$ cat config.mk
export PLATFORM = sky130hd
export DESIGN_NAME = alu_seq
export DESIGN_NICKNAME = d
export VERILOG_FILES = /design/src/rtl/alu_seq.sv
export SDC_FILE = /design/constraint.sdc
export NUM_CORES = 1
export LEC_CHECK = 0
export ABC_AREA = 1
export CORE_MARGIN = 1.5
export CORE_UTILIZATION = 55
export CTS_CLUSTER_SIZE = 8
export DETAILED_ROUTE_END_ITERATION = 7
export GPL_TIMING_DRIVEN = 0
export PLACE_DENSITY = 0.76
export SLEW_MARGIN = 20
export SYNTH_ARGS = -nofsm -noshare
export SYNTH_HDL_FRONTEND = slang
export SYNTH_SLANG_ARGS = --single-unit
$ cat constraint.sdc
create_clock -name clk -period 3.3 [get_ports clk]
set_clock_uncertainty 0.2 [all_clocks]
set_input_delay 0.495 -clock clk [delete_from_list [all_inputs] [get_ports clk]]
set_output_delay 0.495 -clock clk [all_outputs]
set_load 0.05 [all_outputs]
$ cat src/rtl/alu_seq.sv
`default_nettype none
// ============================================================================
// Module      : alu_seq
// Description : Sequential ALU with registered results and start/busy/done
//               handshake. It runs single-cycle logic, arithmetic and shift
//               ops, plus iterative shift-add multiply and restoring divide.
// Revision    : 1.0 - initial release
// ============================================================================
module alu_seq #(
    parameter int WIDTH = 8,
    parameter int SHW   = $clog2(WIDTH)
) (
    input  logic             clk,
    input  logic             rst,
    input  logic             start,
    input  logic [WIDTH-1:0] RY,
    input  logic [WIDTH-1:0] RX,
    input  logic [3:0]       Sel_ALU,
    output logic [WIDTH-1:0] R0,
    output logic [WIDTH-1:0] R1,
    output logic [2:0]       Flags,
    output logic             busy,
    output logic             done
);

    localparam logic [3:0] c_OP_ADD = 4'b0000;
    localparam logic [3:0] c_OP_SUB = 4'b0001;
    localparam logic [3:0] c_OP_AND = 4'b0010;
    localparam logic [3:0] c_OP_OR  = 4'b0011;
    localparam logic [3:0] c_OP_XOR = 4'b0100;
    localparam logic [3:0] c_OP_NOT = 4'b0101;
    localparam logic [3:0] c_OP_SHL = 4'b0110;
    localparam logic [3:0] c_OP_SHR = 4'b0111;
    localparam logic [3:0] c_OP_MUL = 4'b1000;
    localparam logic [3:0] c_OP_DIV = 4'b1001;

    localparam logic [SHW-1:0] c_CNT_LAST = SHW'(WIDTH - 1);
    localparam logic [SHW-1:0] c_CNT_ONE  = SHW'(1);

    typedef enum logic [1:0] {
        S_IDLE = 2'd0,
        S_ITER = 2'd1,
        S_DONE = 2'd2
    } state_t;

    state_t           r_state;
    state_t           w_state_nxt;

    logic [WIDTH-1:0] r_r0;
    logic [WIDTH-1:0] r_r1;
    logic [2:0]       r_flags;
    logic             r_done;
    logic [SHW-1:0]   r_cnt;
    logic             r_is_div;
    // r_hi: running high product / partial remainder
    // r_lo: multiplier being consumed / dividend shifting into quotient
    logic [WIDTH-1:0] r_hi;
    logic [WIDTH-1:0] r_lo;
    logic [WIDTH-1:0] r_opd;

    logic [WIDTH-1:0] w_res;
    logic             w_c;
    logic [WIDTH:0]   w_shl;
    logic [WIDTH:0]   w_shr;
    logic [SHW-1:0]   w_sh;
    logic             w_div0;
    logic             w_iter_op;

    logic [WIDTH:0]   w_mul_sum;
    logic [WIDTH:0]   w_div_shifted;
    logic [WIDTH-1:0] w_div_trial;
    logic             w_div_ge;
    logic [WIDTH-1:0] w_step_hi;
    logic [WIDTH-1:0] w_step_lo;
    logic [2:0]       w_fin_flags;

    assign w_sh      = RX[SHW-1:0];
    assign w_div0    = (Sel_ALU == c_OP_DIV) && (RX == '0);
    assign w_iter_op = (Sel_ALU == c_OP_MUL) || ((Sel_ALU == c_OP_DIV) && (RX != '0));

    // Shifts run one bit wider so the last bit shifted out lands in the carry
    assign w_shl = {1'b0, RY} << w_sh;
    assign w_shr = {RY, 1'b0} >> w_sh;

    always_comb begin
        w_res = '0;
        w_c   = 1'b0;
        case (Sel_ALU)
            c_OP_ADD: {w_c, w_res} = {1'b0, RY} + {1'b0, RX};
            c_OP_SUB: begin
                w_res = RY - RX;
                w_c   = (RY < RX);
            end
            c_OP_AND: w_res = RY & RX;
            c_OP_OR:  w_res = RY | RX;
            c_OP_XOR: w_res = RY ^ RX;
            c_OP_NOT: w_res = ~RY;
            c_OP_SHL: {w_c, w_res} = w_shl;
            c_OP_SHR: begin
                w_res = w_shr[WIDTH:1];
                w_c   = w_shr[0];
            end
            default: begin
                w_res = '0;
                w_c   = 1'b0;
            end
        endcase
    end

    // One shift-add or one restoring-divide step per iteration
    assign w_mul_sum     = {1'b0, r_hi} + (r_lo[0] ? {1'b0, r_opd} : {(WIDTH+1){1'b0}});
    assign w_div_shifted = {r_hi, r_lo[WIDTH-1]};
    assign w_div_ge      = (w_div_shifted >= {1'b0, r_opd});
    assign w_div_trial   = w_div_shifted[WIDTH-1:0] - r_opd;

    always_comb begin
        w_step_hi   = '0;
        w_step_lo   = '0;
        w_fin_flags = 3'b000;
        if (r_is_div) begin
            w_step_hi   = w_div_ge ? w_div_trial : w_div_shifted[WIDTH-1:0];
            w_step_lo   = {r_lo[WIDTH-2:0], w_div_ge};
            w_fin_flags = {1'b0, (w_step_lo == '0), 1'b0};
        end else begin
            w_step_hi   = w_mul_sum[WIDTH:1];
            w_step_lo   = {w_mul_sum[0], r_lo[WIDTH-1:1]};
            w_fin_flags = {(w_step_hi != '0),
                           ({w_step_hi, w_step_lo} == '0),
                           w_step_hi[WIDTH-1]};
        end
    end

    always_ff @(posedge clk or posedge rst) begin
        if (rst) begin
            r_state <= S_IDLE;
        end else begin
            r_state <= w_state_nxt;
        end
    end

    always_comb begin
        w_state_nxt = r_state;
        case (r_state)
            S_IDLE: begin
                if (start) begin
                    w_state_nxt = w_iter_op ? S_ITER : S_DONE;
                end
            end
            S_ITER: begin
                if (r_cnt == c_CNT_LAST) begin
                    w_state_nxt = S_DONE;
                end
            end
            S_DONE:  w_state_nxt = S_IDLE;
            default: w_state_nxt = S_IDLE;
        endcase
    end

    always_ff @(posedge clk or posedge rst) begin
        if (rst) begin
            r_r0     <= '0;
            r_r1     <= '0;
            r_flags  <= 3'b000;
            r_done   <= 1'b0;
            r_cnt    <= '0;
            r_is_div <= 1'b0;
            r_hi     <= '0;
            r_lo     <= '0;
            r_opd    <= '0;
        end else begin
            r_done <= (r_state == S_DONE);
            case (r_state)
                S_IDLE: begin
                    if (start) begin
                        if (w_iter_op) begin
                            r_opd    <= RX;
                            r_hi     <= '0;
                            r_lo     <= RY;
                            r_is_div <= (Sel_ALU == c_OP_DIV);
                            r_cnt    <= '0;
                        end else if (w_div0) begin
                            r_r0    <= '1;
                            r_r1    <= RY;
                            r_flags <= 3'b100;
                        end else begin
                            r_r0    <= w_res;
                            r_r1    <= '0;
                            r_flags <= {w_c, (w_res == '0), w_res[WIDTH-1]};
                        end
                    end
                end
                S_ITER: begin
                    r_hi  <= w_step_hi;
                    r_lo  <= w_step_lo;
                    r_cnt <= r_cnt + c_CNT_ONE;
                    if (r_cnt == c_CNT_LAST) begin
                        r_r1    <= w_step_hi;
                        r_r0    <= w_step_lo;
                        r_flags <= w_fin_flags;
                    end
                end
                default: begin
                end
            endcase
        end
    end

    assign R0    = r_r0;
    assign R1    = r_r1;
    assign Flags = r_flags;
    assign busy  = (r_state == S_ITER);
    assign done  = r_done;

endmodule
`default_nettype wire

# Yosys cells after proc, flatten, opt, wreduce, memory -nomap -nowiden
# Index checks and enable logic that the tools add are counted.
[word_totals]
latch_bits = 0
mem_count = 0
romBits = 0
in_bits = 23
out_inout_bits = 21
wordCells = 90
ff_bits = 50
ram_bits = 0
[classes]
eq_ne = 16
n_lt_le_gt_ge = 2
add_sub_neg = 5
n_bitwise = 4
div = 0
n_reduce_logical = 16
multipliers = 0
n_mux = 35
shifts = 2
[ops]
columns = ["operator", "n"]
rows = [
  ["8-bit 2-to-1 mux", 16],
  ["8-bit one-hot mux with 2 select lines", 4],
  ["8-bit one-hot mux with 8 select lines", 1],
  ["8-bit logical NOT", 3],
  ["3-bit 2-to-1 mux", 7],
  ["8-bit by 8-bit adder with 9-bit output", 2],
  ["4-bit by 3-bit equality test with 1-bit output (second input constant)", 4],
  ["16-bit logical NOT", 1],
  ["8-bit nonzero test", 2],
  ["8-bit subtractor", 2],
  ["3-bit one-hot mux with 2 select lines", 2],
  ["9-bit by 8-bit greater-or-equal comparator with 1-bit output", 1],
  ["8-bit by 3-bit << shifter with 9-bit output", 1],
  ["9-bit by 3-bit >> shifter with 9-bit output", 1],
  ["8-bit AND", 1],
  ["4-bit by 2-bit equality test with 1-bit output (second input constant)", 2],
  ["4-bit equality test (second input constant)", 2],
  ["8-bit < comparator", 1],
  ["8-bit inverter", 1],
  ["8-bit bitwise OR", 1],
  ["8-bit XOR", 1],
  ["2-bit 2-to-1 mux", 3],
  ["2-bit != test (second input constant)", 3],
  ["3-bit AND reduction", 2],
  ["15 further kinds", 16],
]

# Longest topological paths before layout
# Gate-level depths: netlist (run 1).
[depth]
depth_word = 7
ltp_mapped = 18

# Worst setup path before layout (run 1)
# OpenSTA, ideal clock, no wires.
[synth_path]
path_kind = "in2reg"
startpoint = "input RX[1]"
endpoint = "register r_flags[1], in the netlist Flags[1]"
path_stages = 17
arrival_ps = 2105
setup_time_ps = 66
path_slack_ps = 929
n_path_buf = 2
cell_sequence = "buf_4 -> inv_1 -> buf_4 -> ha_1 -> nor2_1 -> nand2_1 -> nand2_1 -> nand2_1 -> nand3_1 -> nand2_1 -> nor2_2 -> nand2_1 -> nor2_1 -> nand3_1 -> nand2_1 -> nand3_1 -> nand2_1"
[synth_via]
elab_chain_len = 7
elab_cells_between_ends = 20
[synth_lines]
columns = ["item", "line_no", "rtl"]
rows = [
  ["from (decl)", "17", "input logic [WIDTH-1:0] RX,"],
  ["8-bit subtractor (tied with other cells)", "91", "w_res = RY - RX;"],
  ["8-bit one-hot mux with 8 select lines", "88", "case (Sel_ALU)"],
  ["8-bit logical NOT", "188", "r_flags <= {w_c, (w_res == '0), w_res[WIDTH-1]};"],
  ["3-bit 2-to-1 mux", "181", "end else if (w_div0) begin"],
  ["3-bit 2-to-1 mux", "175", "if (w_iter_op) begin"],
  ["3-bit 2-to-1 mux", "174", "if (start) begin"],
  ["3-bit one-hot mux with 2 select lines", "172", "case (r_state)"],
  ["to (signal assigned)", "188", ""],
  ["to (signal assigned)", "199", "r_flags <= w_fin_flags;"],
  ["to (decl)", "51", "logic [2:0] r_flags;"],
]
# Parallel ways exist; a longest one is shown, timed or not. The select of a mux whose other input is x is not followed.
# A chain may end at the register's enable or synchronous reset.

# Worst setup path after layout (run 1)
[layout_path]
startpoint = "input RY[5]"
endpoint = "register r_r0[5], in the netlist R0[5]"
[layout_via]
elab_chain_len = 6
elab_cells_between_ends = 13
[layout_lines]
columns = ["item", "line_no", "rtl"]
rows = [
  ["from (decl)", "16", "input logic [WIDTH-1:0] RY,"],
  ["8-bit subtractor (tied with other cells)", "91", ""],
  ["8-bit one-hot mux with 8 select lines (*)", "88", ""],
  ["8-bit 2-to-1 mux (*)", "181", ""],
  ["8-bit 2-to-1 mux (*)", "175", ""],
  ["8-bit 2-to-1 mux (*)", "174", ""],
  ["8-bit one-hot mux with 2 select lines (*)", "172", ""],
  ["to (signal assigned)", "186", "r_r0 <= w_res;"],
  ["to (signal assigned)", "198", "r_r0 <= w_step_lo;"],
  ["to (decl)", "49", "logic [WIDTH-1:0] r_r0;"],
]
# Every way passes the cells marked *; elsewhere a longest branch is shown, timed or not. The select of a mux whose other input is x is not followed.

==> results.md, run 1 <==
- Setup TNS: 0 ns
- Core ar.: around 9300 µm²
- Worst rel slew slack: roughly three fifths
- Setup-failing EPs final: 0
- Synth area leaders: dfrtp_1, nand2_1, ha_1, nand3_1, inv_1
- Vias in the first global route: 5631
- Number of cell rows: 35
- Diodes inserted: 0
- Clk slew on worst S/H paths: 0.10 ns
- Worst skew pair latency: 0.31 ns
- Cell Area, Synth: 5370 µm²
- Syn. warnings: 0
- Die span in y: just over 100 µm
- RSZ-0062 raised after global routing: no
- I/O pins: 44
- Max H-tree Level: 2
- Maximum number of pins on one net before global-route repair: 27
- Gr usage total: 34.6%
- Syn Nets: 903
- Filler cells: roughly 910
- Syn-to-layout area delta: 13.3%
- Chip Width: 102 µm
- Num CTS Buffers: 5
- Detailed Route WL: around 17 mm
- Gr ovfl total: 0
- Worst-margin pin slew: 0.609 ns
- Critical path arrival: ~3.2 ns
- Root buffer cell: clkbuf_8
- # DRC: 0
- Post-synth top area share: 23.3%
- Status: complete, no violations
- Area after DPL: 5970 µm²
- Most frequent cells in the layout: nand2_1, nand3_1, inv_1
- Max Buffers Root-to-Sink: 2
- Sequential-to-total area share from yosys stat: 23.3%
- Max_cap viols: 0
- Die area: approximately 10000 µm²
- Commonest register cell after synthesis: dfrtp_1
- WP buf/inv: 3
- Seq cells post-synth: 50
- Routed len/inst: 17.0 µm
- Cell area after layout: 6080 µm²
- CP max stage cell: clkdlybuf4s50_1
- Leak: 3.32 nW
- Clock Sink Count: 50
- DRT antenna net count: 0
- Vias per inst: slightly below 6
- Post-CTS setup buffers: 0
- Post-DP HPWL: 13.8 mm
- CP required: 3.29 ns
- Yosys top cell by area: dfrtp_1
- Share of cells above drive strength 1: 8.72%
- Crit-path max cell delay: 0.85 ns
- Tcrit/Tclk final: a little over nine tenths
- CP Capture Type: flop
- Fin. Hold Viols: 0
- Sequence of cells on the critical path: clkdlybuf4s50_1, inv_1, ha_1, buf_2, nand3_1, nand2_1, nor2_1, nand2_1, nor2_1, nand3_1, o21ai_0, a31oi_1
- Initial DRC Count: 375
- Worst vdd ir: 0.000492 V
- CTS tree: yes
- Multi-input gate area: 3540 µm²
- First-pass GRT wire length: about 28 mm
- Period minus WS final: about 3.2 ns
- Asr flop ratio synth: 100%
- Final nets: 953
- Crit start category: input pin
- Pre-Repair DR Iteration Count: 5
- GPL Wtd Cong: around 1.0
- Via count: 5872
- Hold Path Class: flop to flop
- Worst-path fanout max: 9
- Syn_area_per_cell: 6.45 µm²
- Cell variety after synth: 47
- Initial Util: a little under three fifths
- Family with the most delay on the worst path: buffers and inverters
- Critical path class: input pin to flop
- Initial antenna violation count: 0
- Number of synthesized flops with an enable pin: 0
- Most common cell after layout, fill and taps aside: nand2_1
- FF/Latch Area: 1250 µm²
- Syn Inst Count: ~830
- Achievable Freq: 314 MHz
- Port Buffers: 42
- Final Slew Violations: 0
- Pwr dens: 770 nW/µm²
-- metrics by stage --
step / total power [mW] / hold slack [ns] / util [%] / setup slack (ns) / std cells
after global routing: 5.08 / 0.309 / 65.2 / 0.0292 / 1012
after CTS: 4.65 / 0.291 / 65.0 / 0.00543 / 1012
after detailed placement: 4.28 / 0.268 / 64.1 / -0.315 / 1004
final: 4.68 / 0.284 / 65.2 / 0.116 / 1012
after global placement: 4.18 / 0.267 / 63.8 / -0.285 / 1003
after floorplan: 3.37 / 0.245 / - / 0.929 / 832
-- power by group --
part           leakage, nW  internal [mW]  switching (mW)
sequential           0.624          0.893           0.227
combinational         2.65           1.11            2.09
clock               0.0483          0.150           0.218
total                 3.32           2.15            2.53
-- state kept, by name, indices dropped and copies added (netlist names) --
register,count
Flags,3
R0,8
R1,8
done,1
r_cnt,3
r_hi,8
r_is_div,1
r_lo,8
r_opd,8
r_state,2
-- worst reg2reg max path, stage by stage, from the launching register on --
cell and delay (ns):
dfrtp_1 0.39, clkbuf_1 0.25, nand2_1 0.13, inv_1 0.05, ha_1 0.24, fa_1 0.42
nand3_1 0.11, nand2_1 0.09, nand2_1 0.10, nand2_1 0.05, nand2_1 0.06, nand2_1 0.07
nor2_1 0.10, nand3_1 0.16, a21oi_1 0.27, nand3_1 0.11, nand2_1 0.07
-- kinds of logic after synthesis --
family,after synthesis,synth area share [%]
XOR/XNOR,7,1.14
AO/OA/AOI/OAI,115,12.2
adder cells (fa/ha/maj),48,11.8
AND/OR/NAND/NOR,481,40.9
flip-flops,50,23.3
buffers and inverters,131,10.8
-- worst paths after layout --
check / start / endpoint / slack (ns) / depth (start not counted)
min reg2reg: R0[6] / R0[6] / 0.28 / 2
max reg2reg: r_lo[0] / Flags[1] / 0.36 / 16
max: RY[5] / R0[5] / 0.12 / 12
min: R0[6] / R0[6] / 0.28 / 2
min in group asynchronous: rst / r_cnt[2] / 0.36 / 2
max in group asynchronous: rst / r_opd[7] / 2.01 / 3
-- timing repair --
item                       CTS  global route
gates resized for setup      0             6
hold buffers                 0             0
setup endpoints to repair    0             6
-- synthesized netlist by cell type (4+ instances only) --
cell type	instances
xor2_1	5
nand2_4	5
a31oi_1	18
inv_1	88
nand3b_1	8
inv_2	13
nand4_1	16
o21ai_1	8
buf_2	10
nand2_2	6
nor3_1	5
a21oi_1	35
fa_1	4
nand2_1	244
dfrtp_1	50
a22oi_1	8
nor2_1	81
o21ai_0	32
nand3_1	91
ha_1	44
buf_4	6
nor2_2	8
buf_6	4
o211ai_1	6
clkbuf_1	6
-- per-layer routing --
layer	share of wire (%)	track usage, %	vias up
met5	0	0	-
met3	7.5	3.45	67
met1	40	43.0	2724
li1	-	-	2813
met4	5.6	19.9	0
met2	47	58.4	268
-- final cells by class --
cell class / instances / share of cell area (%)
inverters: 103 / 6.40
clock buffers: 5 / 1.13
multi-input cells: 651 / 58.3
well taps: 129 / 2.66
clock inverters: 3 / 0.309
plain buffers: 28 / 3.09
repair buffers: 43 / 7.58
flip-flops and latches: 50 / 20.6
Power figures use the tool's default switching activity.
==> run 2, diff against run 1 <==
--- a/config.mk
+++ b/config.mk
@@ -6,7 +6,7 @@
 export NUM_CORES = 1
 export LEC_CHECK = 0
 export ABC_AREA = 1
-export CORE_MARGIN = 1.5
+export CORE_MARGIN = 5
 export CORE_UTILIZATION = 55
 export CTS_CLUSTER_SIZE = 8
 export DETAILED_ROUTE_END_ITERATION = 7
==> constraint.sdc (replaced) <==
create_clock -name clk -period 3.3 [get_ports clk]
set_clock_uncertainty 0.2 [all_clocks]
set_input_delay 0.66 -clock clk [delete_from_list [all_inputs] [get_ports clk]]
set_output_delay 0.66 -clock clk [all_outputs]
set_load 0.05 [all_outputs]
==> run 2 against run 1 <==
  * Combinational power about the same
  * Design area increased by 0.43%
  * Critical path depth decreased by 9
  * Clock power increased by 21%
  * Register-to-register slack about the same
  * Clock-buffer cell count unchanged
  * Die area increased by 14%
  * Flip-flop and latch count unchanged
  * Via count decreased by 0.61%
  * Utilization decreased by 1.8 points
  * Critical endpoint is now busy
  * Highest routed layer unchanged
==> results.md, run 2 (synthesized netlist as in run 1, its figures left out) <==
- Worst rel slew slack: 58.2%
- Worst vdd ir: 0.000511 V
- Filler cells: 949
- Hold Path Class: flop to flop
- Max H-tree Level: 2
- First-pass GRT wire length: 27.5 mm
- Root buffer cell: clkbuf_8
- Die area: 11800 µm²
- Maximum number of pins on one net before global-route repair: 33
- Port Buffers: 42
- Post-CTS setup buffers: 0
- Leak: ~3.3 nW
- Routed len/inst: roughly 17 µm
- Period minus WS final: 3.15 ns
- Worst skew pair latency: 0.31 ns
- Vias in the first global route: 5503
- GPL Wtd Cong: ~0.98
- Clk slew on worst S/H paths: 0.10 ns
- Syn-to-layout area delta: 13.8%
- Achievable Freq: 317 MHz
- # DRC: 0
- Initial Util: 55.7%
- Critical path class: flop to output port
- Fin. Hold Viols: 0
- Vias per inst: 5.74
- Gr ovfl total: 0
- Final Non-Filler Cells: 1016
- Chip Width: 109 µm
- Critical path arrival: 2.29 ns
- Status: complete, no violations
- Placed cell count: between 1000 and 1500
- DRT antenna net count: 0
- Initial DRC Count: 433
- CTS Hold Bufs: 0
- Max_cap viols: 0
- Pre-Repair DR Iteration Count: 5
- Die span in y: 109 µm
- Cell area after layout: 6100 µm²
- Pwr dens: 775 nW/µm²
- CTS tree: yes
- Tcrit/Tclk final: 95.5%
- Num CTS Buffers: 5
- Share of cells above drive strength 1: roughly 9.3%
- Crit start category: flop
- Setup-failing EPs final: 0
- Core ar.: 9640 µm²
- Max Buffers Root-to-Sink: 2
- RSZ-0062 raised after global routing: no
- Via count: 5836
- Number of cell rows: 36
- Gr usage total: between 20 and 30%
- WHS: 0.291 ns
- Area after DPL: 5970 µm²
- Initial antenna violation count: 0
- Diodes inserted: 0
- Most frequent cells in the layout: nand2_1, nand3_1, inv_1
- Post-DP HPWL: 13.7 mm
- Worst-margin pin slew: ~0.63 ns
- Most common cell after layout, fill and taps aside: nand2_1
- CP Capture Type: output port
- Worst-path fanout max: 10
- Detailed Route WL: 17.1 mm
- Clock Sink Count: 50
- I/O pins: 44
- Final nets: 953
- CP required: around 2.4 ns
- Final Slew Violations: 0
## run 2: stage by stage
step           utilization, %  setup slack [ns]  TNS (ns)  power (mW)
2_1_floorplan               -             0.764         0        3.37
3_3_place_gp             61.7            -0.581     -3.04        4.19
3_5_place_dp             62.0            -0.599     -3.69        4.25
4_1_cts                  63.1            0.0179         0        4.70
5_1_grt                  63.3           0.00481         0        5.11
6_report                 63.3             0.149         0        4.73
## run 2: final timing paths
| kind | from | to | slack (ns) | cells past startpoint |
|---|---|---|---|---|
| worst max-delay path | r_state[1] | busy | 0.15 | 3 |
| worst min-delay path | R1[7] | R1[7] | 0.29 | 2 |
| worst max register to register | r_lo[0] | Flags[1] | 0.37 | 16 |
| worst min register to register | R1[7] | R1[7] | 0.29 | 2 |
| max in group asynchronous | rst | R1[6] | 1.92 | 3 |
| min in group asynchronous | rst | r_hi[1] | 0.46 | 2 |
## run 2: per-layer routing
layer | up-vias | global-route usage [%] | share of wire (%)
met5 | - | 0 | 0
met4 | 0 | 12.0 | 4.4
met3 | 52 | 2.55 | 6.4
met2 | 260 | 51.5 | 49
met1 | 2705 | 38.0 | 41
li1 | 2819 | - | -
## run 2: timing repair
action / 4_1_cts / 5_1_grt
pin swaps: 0 / 0
resized for setup: 4 / 18
setup endpoints to repair: 7 / 7
gates cloned: 0 / 0
endpoints found under the hold margin: 0 / 0
## run 2: worst max-delay path: stages (launching register included)
cell             delay, ns
dfrtp_1               0.43
nor2_1                0.21
clkbuf_1              0.44
clkdlybuf4s50_1       0.90
## run 2: report_power, final
group	switching, mW	internal (mW)	leakage [nW]
sequential	0.227	0.893	0.624
combinational	2.06	1.10	2.66
clock	0.217	0.228	0.0585
## run 2: final cells by class
class | instances | area [µm²] | share of cell area, %
multi-input combinational | 651 | 3540 | 58.0
buffer | 28 | 195 | 3.20
sequential | 50 | 1250 | 20.5
clock inverter | 3 | 43.8 | 0.717
tap | 133 | 166 | 2.73
inverter | 103 | 393 | 6.44
clock buffer | 5 | 68.8 | 1.13
timing repair buffer | 43 | 443 | 7.26
==> variant 1: new RTL, flow settings as in run 1 <==
Register the input `RX` before use, with the module's reset. The logic sees it one clock later. The other inputs are not delayed to match.
--- a/src/rtl/alu_seq.sv
+++ b/src/rtl/alu_seq.sv
@@ -43,6 +43,16 @@
         S_DONE = 2'd2
     } state_t;
 
+    logic [WIDTH-1:0] RX_q;
+
+    always_ff @(posedge clk or posedge rst) begin
+        if (rst) begin
+            RX_q <= '0;
+        end else begin
+            RX_q <= RX;
+        end
+    end
+
     state_t           r_state;
     state_t           w_state_nxt;
 
@@ -74,9 +84,9 @@
     logic [WIDTH-1:0] w_step_lo;
     logic [2:0]       w_fin_flags;
 
-    assign w_sh      = RX[SHW-1:0];
-    assign w_div0    = (Sel_ALU == c_OP_DIV) && (RX == '0);
-    assign w_iter_op = (Sel_ALU == c_OP_MUL) || ((Sel_ALU == c_OP_DIV) && (RX != '0));
+    assign w_sh      = RX_q[SHW-1:0];
+    assign w_div0    = (Sel_ALU == c_OP_DIV) && (RX_q == '0);
+    assign w_iter_op = (Sel_ALU == c_OP_MUL) || ((Sel_ALU == c_OP_DIV) && (RX_q != '0));
 
     // Shifts run one bit wider so the last bit shifted out lands in the carry
     assign w_shl = {1'b0, RY} << w_sh;
@@ -86,14 +96,14 @@
         w_res = '0;
         w_c   = 1'b0;
         case (Sel_ALU)
-            c_OP_ADD: {w_c, w_res} = {1'b0, RY} + {1'b0, RX};
+            c_OP_ADD: {w_c, w_res} = {1'b0, RY} + {1'b0, RX_q};
             c_OP_SUB: begin
-                w_res = RY - RX;
-                w_c   = (RY < RX);
-            end
-            c_OP_AND: w_res = RY & RX;
-            c_OP_OR:  w_res = RY | RX;
-            c_OP_XOR: w_res = RY ^ RX;
+                w_res = RY - RX_q;
+                w_c   = (RY < RX_q);
+            end
+            c_OP_AND: w_res = RY & RX_q;
+            c_OP_OR:  w_res = RY | RX_q;
+            c_OP_XOR: w_res = RY ^ RX_q;
             c_OP_NOT: w_res = ~RY;
             c_OP_SHL: {w_c, w_res} = w_shl;
             c_OP_SHR: begin
@@ -173,7 +183,7 @@
                 S_IDLE: begin
                     if (start) begin
                         if (w_iter_op) begin
-                            r_opd    <= RX;
+                            r_opd    <= RX_q;
                             r_hi     <= '0;
                             r_lo     <= RY;
                             r_is_div <= (Sel_ALU == c_OP_DIV);
Formal check against the unedited RTL: not equivalent (a bounded check fails within 4 cycles, from zero or initial values and one cycle with rst high).
==> variant 1 against run 1 <==
Total power shrank 3.3%; via count rose by 1.1%; sequential share of layout area up 2.6 points; cell count grew 0.99%; area after synthesis up 0.79%; wire length increased by 4.1%; sequential cell count increased by 8; design area grew 3.1%; worst setup slack improved by 0.045 ns; worst hold slack got worse by 0.10 ns; clock power increased by 110%.
==> variant 1: results (changes against run 1) <==
stage,metric,value,unit,change
status,status,"complete, no violations",,
pwr,Pint,0.00231,W,+7.7%
cts,total CTS buffers,9,,+4
cells_and_area,Layout area overhead,15.8,%,
cells_and_area,fill count,919,,+1.2%
grt,largest net degree at the start of global routing,51,,+89%
yosys,ranking of synthesized cells by area,"dfrtp_1 27%, nand2_1 17%, ha_1 10%, nand3_1 8.0%, inv_1 6.7%",,
yosys,post-synthesis sequential area ratio,26.8,%,+3.5 points
setup_path,WP data arrival,2.44,ns,-0.74 ns
cts,clk slew on worst S/H paths,0.09,ns,
placed_design,port bufs,42,,unchanged
route,DRT iter0 DRCs,437,,+17%
yosys,synth unique cells,41,,-13%
yosys,Synth top cells by count,"248 x nand2_1, 96 x inv_1, 86 x nand3_1",,
cts,clk_lat worst skew,0.36,ns,+0.05 ns
cts,CTS root buf,clkbuf_8,,
placed_design,dpl hpwl,13.8,mm,+0.29%
route,Initial DRT Pass Iterations,5,,unchanged
pwr,LEAKAGE,3.36,nW,+1.1%
cells_and_area,nets@finish,955,,+0.21%
cts,CTS H-tree lvls,3,,+1
route,post-DR vias/cell,5.81,,+0.12%
yosys,synth warn,0,,unchanged
grt,antenna violations before repair,0,,unchanged
route,WL/cell,17.5,µm,+3.1%
cts,CTS Buffer Depth,2,,unchanged
grt,total track usage,36.5,%,+1.9 points
setup_path,worst-path fanout max,10,,+1
cells_and_area,# diodes,0,,unchanged
yosys,Synth Flop Type,dfrtp_1,,
cells_and_area,layout cell share with drive strength beyond 1,8.21,%,-0.51 points
grt,vias in the first global route,5770,,+2.5%
cells_and_area,Layout Cells excl Fill,1022,,+0.99%
timing,Max transition margin,59.3,%,-0.086 points
pwr,PwrDens,723,nW/µm²,-6.1%
pwr,Top Consumer,combinational cells,,
pwr,Peak supply drop,0.363,mV,-26%
hold_path,min-delay worst type,input pin to async pin,,
placed_design,final RePlAce weighted congestion,1.04,,+2.7%
pwr,combinational-cell power consumption,0.00258,W,-19%
yosys,"Async S/R FF share, synth",100,%,unchanged
placed_design,cell area after placement,6020,µm²,+0.84%
yosys,Cells after Synth,830,,-0.24%
pwr,reported sequential group power,0.00118,W,+5%
grt,first-pass GRT wire length,28.8,mm,+3.9%
placed_design,pre-CTS WS,-0.317,ns,-0.00209 ns
yosys,post-synthesis net count,901,,-0.22%
variant 1: cell types whose count changed in the layout (fill, tap and decap cells not counted), sizes merged, moves of 3 or more:
cell    delta
nand3      -5
inv        +7
nor3       +3
nand2      -3
nand3b     -5
nor2      -12
dfrtp      +8
o21ai     +13
variant 1: logic make-up (layout without fill, tap and decap cells):
group,count (synthesis),count (layout),synth area share [%]
and+or+nand+nor,456,456,36.7
buffers and inverters,134,193,10.3
AOI/OAI and AO/OA,127,127,13.4
DFF,58,58,26.8
adders and majority gates,48,48,11.7
xor gates and xnor gates,7,7,1.13
variant 1: path summary, 6_finish.rpt:
kind	from	end	slack (ns)	cells past startpoint
setup / recovery	r_state[0]	busy	0.16	4
hold / removal	rst	RX_q[1]	0.18	2
setup reg to reg	r_lo[0]	Flags[1]	0.27	15
hold reg to reg	r_state[0]	done	0.24	1
max in group asynchronous	rst	R0[0]	2.22	3
min in group clk	r_state[0]	done	0.24	1
variant 1: repair_timing:
item,CTS,global route
setup endpoints to repair,0,5
resized for setup,0,5
setup buffers,0,0
variant 1: final cells by class:
| type | instances | area share, % |
|---|---|---|
| multi-input combinational | 638 | 54.3 |
| sequential | 58 | 23.2 |
| timing repair buffer | 43 | 7.35 |
| inverter | 110 | 6.67 |
| tap | 133 | 2.66 |
| buffer | 24 | 2.26 |
| clock buffer | 10 | 2.20 |
| clock inverter | 6 | 1.44 |
variant 1: worst max-delay path, cell delays in order, from the launching register on:
cell and delay (ns):
dfrtp_1 0.35, inv_1 0.11, nor2_2 0.20, clkbuf_1 0.51, clkdlybuf4s50_1 0.92
variant 1: layer usage:
| metal | share of wire [%] | track usage [%] |
|---|---|---|
| met1 | 39 | 45.3 |
| met3 | 8.3 | 6.09 |
| met2 | 48 | 61.6 |
| met5 | 0 | 0 |
| met4 | 5.0 | 17.6 |
==> variant 2: new RTL, settings of run 1 <==
Made on the original files. Change the parameter `WIDTH` from 8 to 16.
--- a/src/rtl/alu_seq.sv
+++ b/src/rtl/alu_seq.sv
@@ -7,7 +7,7 @@
 // Revision    : 1.0 - initial release
 // ============================================================================
 module alu_seq #(
-    parameter int WIDTH = 8,
+    parameter int WIDTH = 16,
     parameter int SHW   = $clog2(WIDTH)
 ) (
     input  logic             clk,
Interface: changed (resized R0, R1, RX and RY); port bits go from 44 to 76. No check against the original RTL was run, so the function may have changed too.
==> variant 2 against run 1 <==
The run now ends with DRC, setup timing left; worst setup slack got worse by 0.14 ns; non-clock buffer count rose by 69; first-iteration DRC count grew to 4.6 times the old value; sequential cell count increased by 41; sequential power is 89% higher; wire length rose to 2.5 times the old value; cell count rose by 110%; total power rose by 110%; maximum frequency decreased by 4.1%; worst hold slack gained 0.010 ns; area after synthesis is 97% higher; combinational power is 110% higher; design area grew 99%; largest power group unchanged.
==> variant 2: results (changes against run 1) <==
stage,metric,value,unit,change
cts,CTS H-tree lvls,3,,+1
grt,vias in the first global route,11654,,+110%
placed_design,final RePlAce weighted congestion,1.07,,+6.2%
placed_design,dpl hpwl,34.0,mm,+150%
timing,PnR worst setup slack,-0.0193,ns,-0.135 ns
yosys,adder-cell share of the synthesized area,10.8,%,-0.94 points
pwr,Peak supply drop,0.374,mV,-24%
yosys,ranking of synthesized cells by area,"dfrtp_1 22%, nand2_1 19%, nand3_1 10%, ha_1 10%, inv_1 7.7%",,
setup_path,Worst Reg-to-Reg Cells,18,,+2
yosys,post-synthesis sequential area ratio,21.5,%,-1.8 points
cells_and_area,nets@finish,1971,,+110%
pwr,LEAKAGE,6.43,nW,+94%
yosys,synth warn,0,,unchanged
setup_path,Worst path top cell family by delay,simple AND/OR/NAND/NOR gates,,
timing,Finish-stage setup viols,1,,+1
timing,Max transition margin,50.5,%,-8.9 points
setup_path,"reg-to-reg slack, setup",0.18,ns,-0.18 ns
grt,first-pass GRT wire length,64.9,mm,+130%
cells_and_area,layout cell share with drive strength beyond 1,8.28,%,-0.44 points
status,status,"finished, violations left",,
placed_design,pre-CTS WS,-0.993,ns,-0.679 ns
yosys,post-synthesis net count,1883,,+110%
setup_path,crit path launch,RY[1],,
route,DRT iter0 DRCs,1713,,+360%
yosys,post-synthesis compound-gate area fraction,14.7,%,+2.5 points
yosys,synth unique cells,48,,+2.1%
grt,total track usage,42.3,%,+7.8 points
route,DRC viols,14,,+14
placed_design,port bufs,75,,+79%
placed_design,cell area after placement,11600,µm²,+95%
cts,clk_lat worst skew,0.36,ns,+0.05 ns
route,Routed WL,43.0,mm,+150%
placed_design,dpl cells,2065,,+110%
setup_path,CP max stage delay,0.52,ns,-0.33 ns
yosys,Synth Area in XOR/XNOR,1.41,%,+0.27 points
status,failing checks,"DRC, setup timing",,
grt,largest net degree at the start of global routing,50,,+85%
## variant 2: report_power, final
group / internal [W] / switching [W]
Clock: 0.000539 / 0.000533
Sequential: 0.00165 / 0.000474
Combinational: 0.00230 / 0.00454
## variant 2: timing repair
| action | 4_1_cts | 5_1_grt |
|---|---|---|
| gates resized for setup | 50 | 56 |
| pin swaps | 1 | 12 |
| cloned | 0 | 0 |
| buffers inserted | 2 | 2 |
| setup endpoints to repair | 18 | 41 |
## variant 2: logic make-up (layout without fill, tap and decap cells)
group                      after synthesis  count (layout)
DFF                                     91              91
buffers and inverters                  293             386
adders and majority gates               89              89
AOI/OAI and AO/OA                      272             272
and+or+nand+nor                        993             993
xor gates and xnor gates                17              17
## variant 2: worst min path at each step
stage / startpoint / end / depth (start not counted)
detailed placement: R0[6] / R0[6] / 2
global placement: R0[11] / R0[11] / 2
global route: Flags[1] / Flags[1] / 2
floorplan: r_state[0] / done / 1
CTS: R0[6] / R0[6] / 2
finish: Flags[1] / Flags[1] / 2
## variant 2: per-layer routing
layer  track usage (%)  share of wire, %
met5                 0                 0
met4              26.1               7.2
met3              7.12                11
met2              68.4                45
met1              52.8                38
## variant 2: layout make-up
cell class                 instances  area (µm²)
buffer                            60         365
clock buffer                       9         225
clock inverter                     7        81.3
fill                            1813        6650
inverter                         230         866
multi-input combinational       1371        7220
sequential                        91        2280
tap                              234         293
timing repair buffer              80         793
## variant 2: through the flow
stage                     power (W)  TNS [ns]  util [%]
final                        0.0100   -0.0193      64.6
after global routing         0.0108    -0.152      64.6
after CTS                   0.00979         0      64.1
after detailed placement    0.00868    -22.35      62.0
after global placement      0.00858   -123.05      61.9
after floorplan             0.00676         0         -
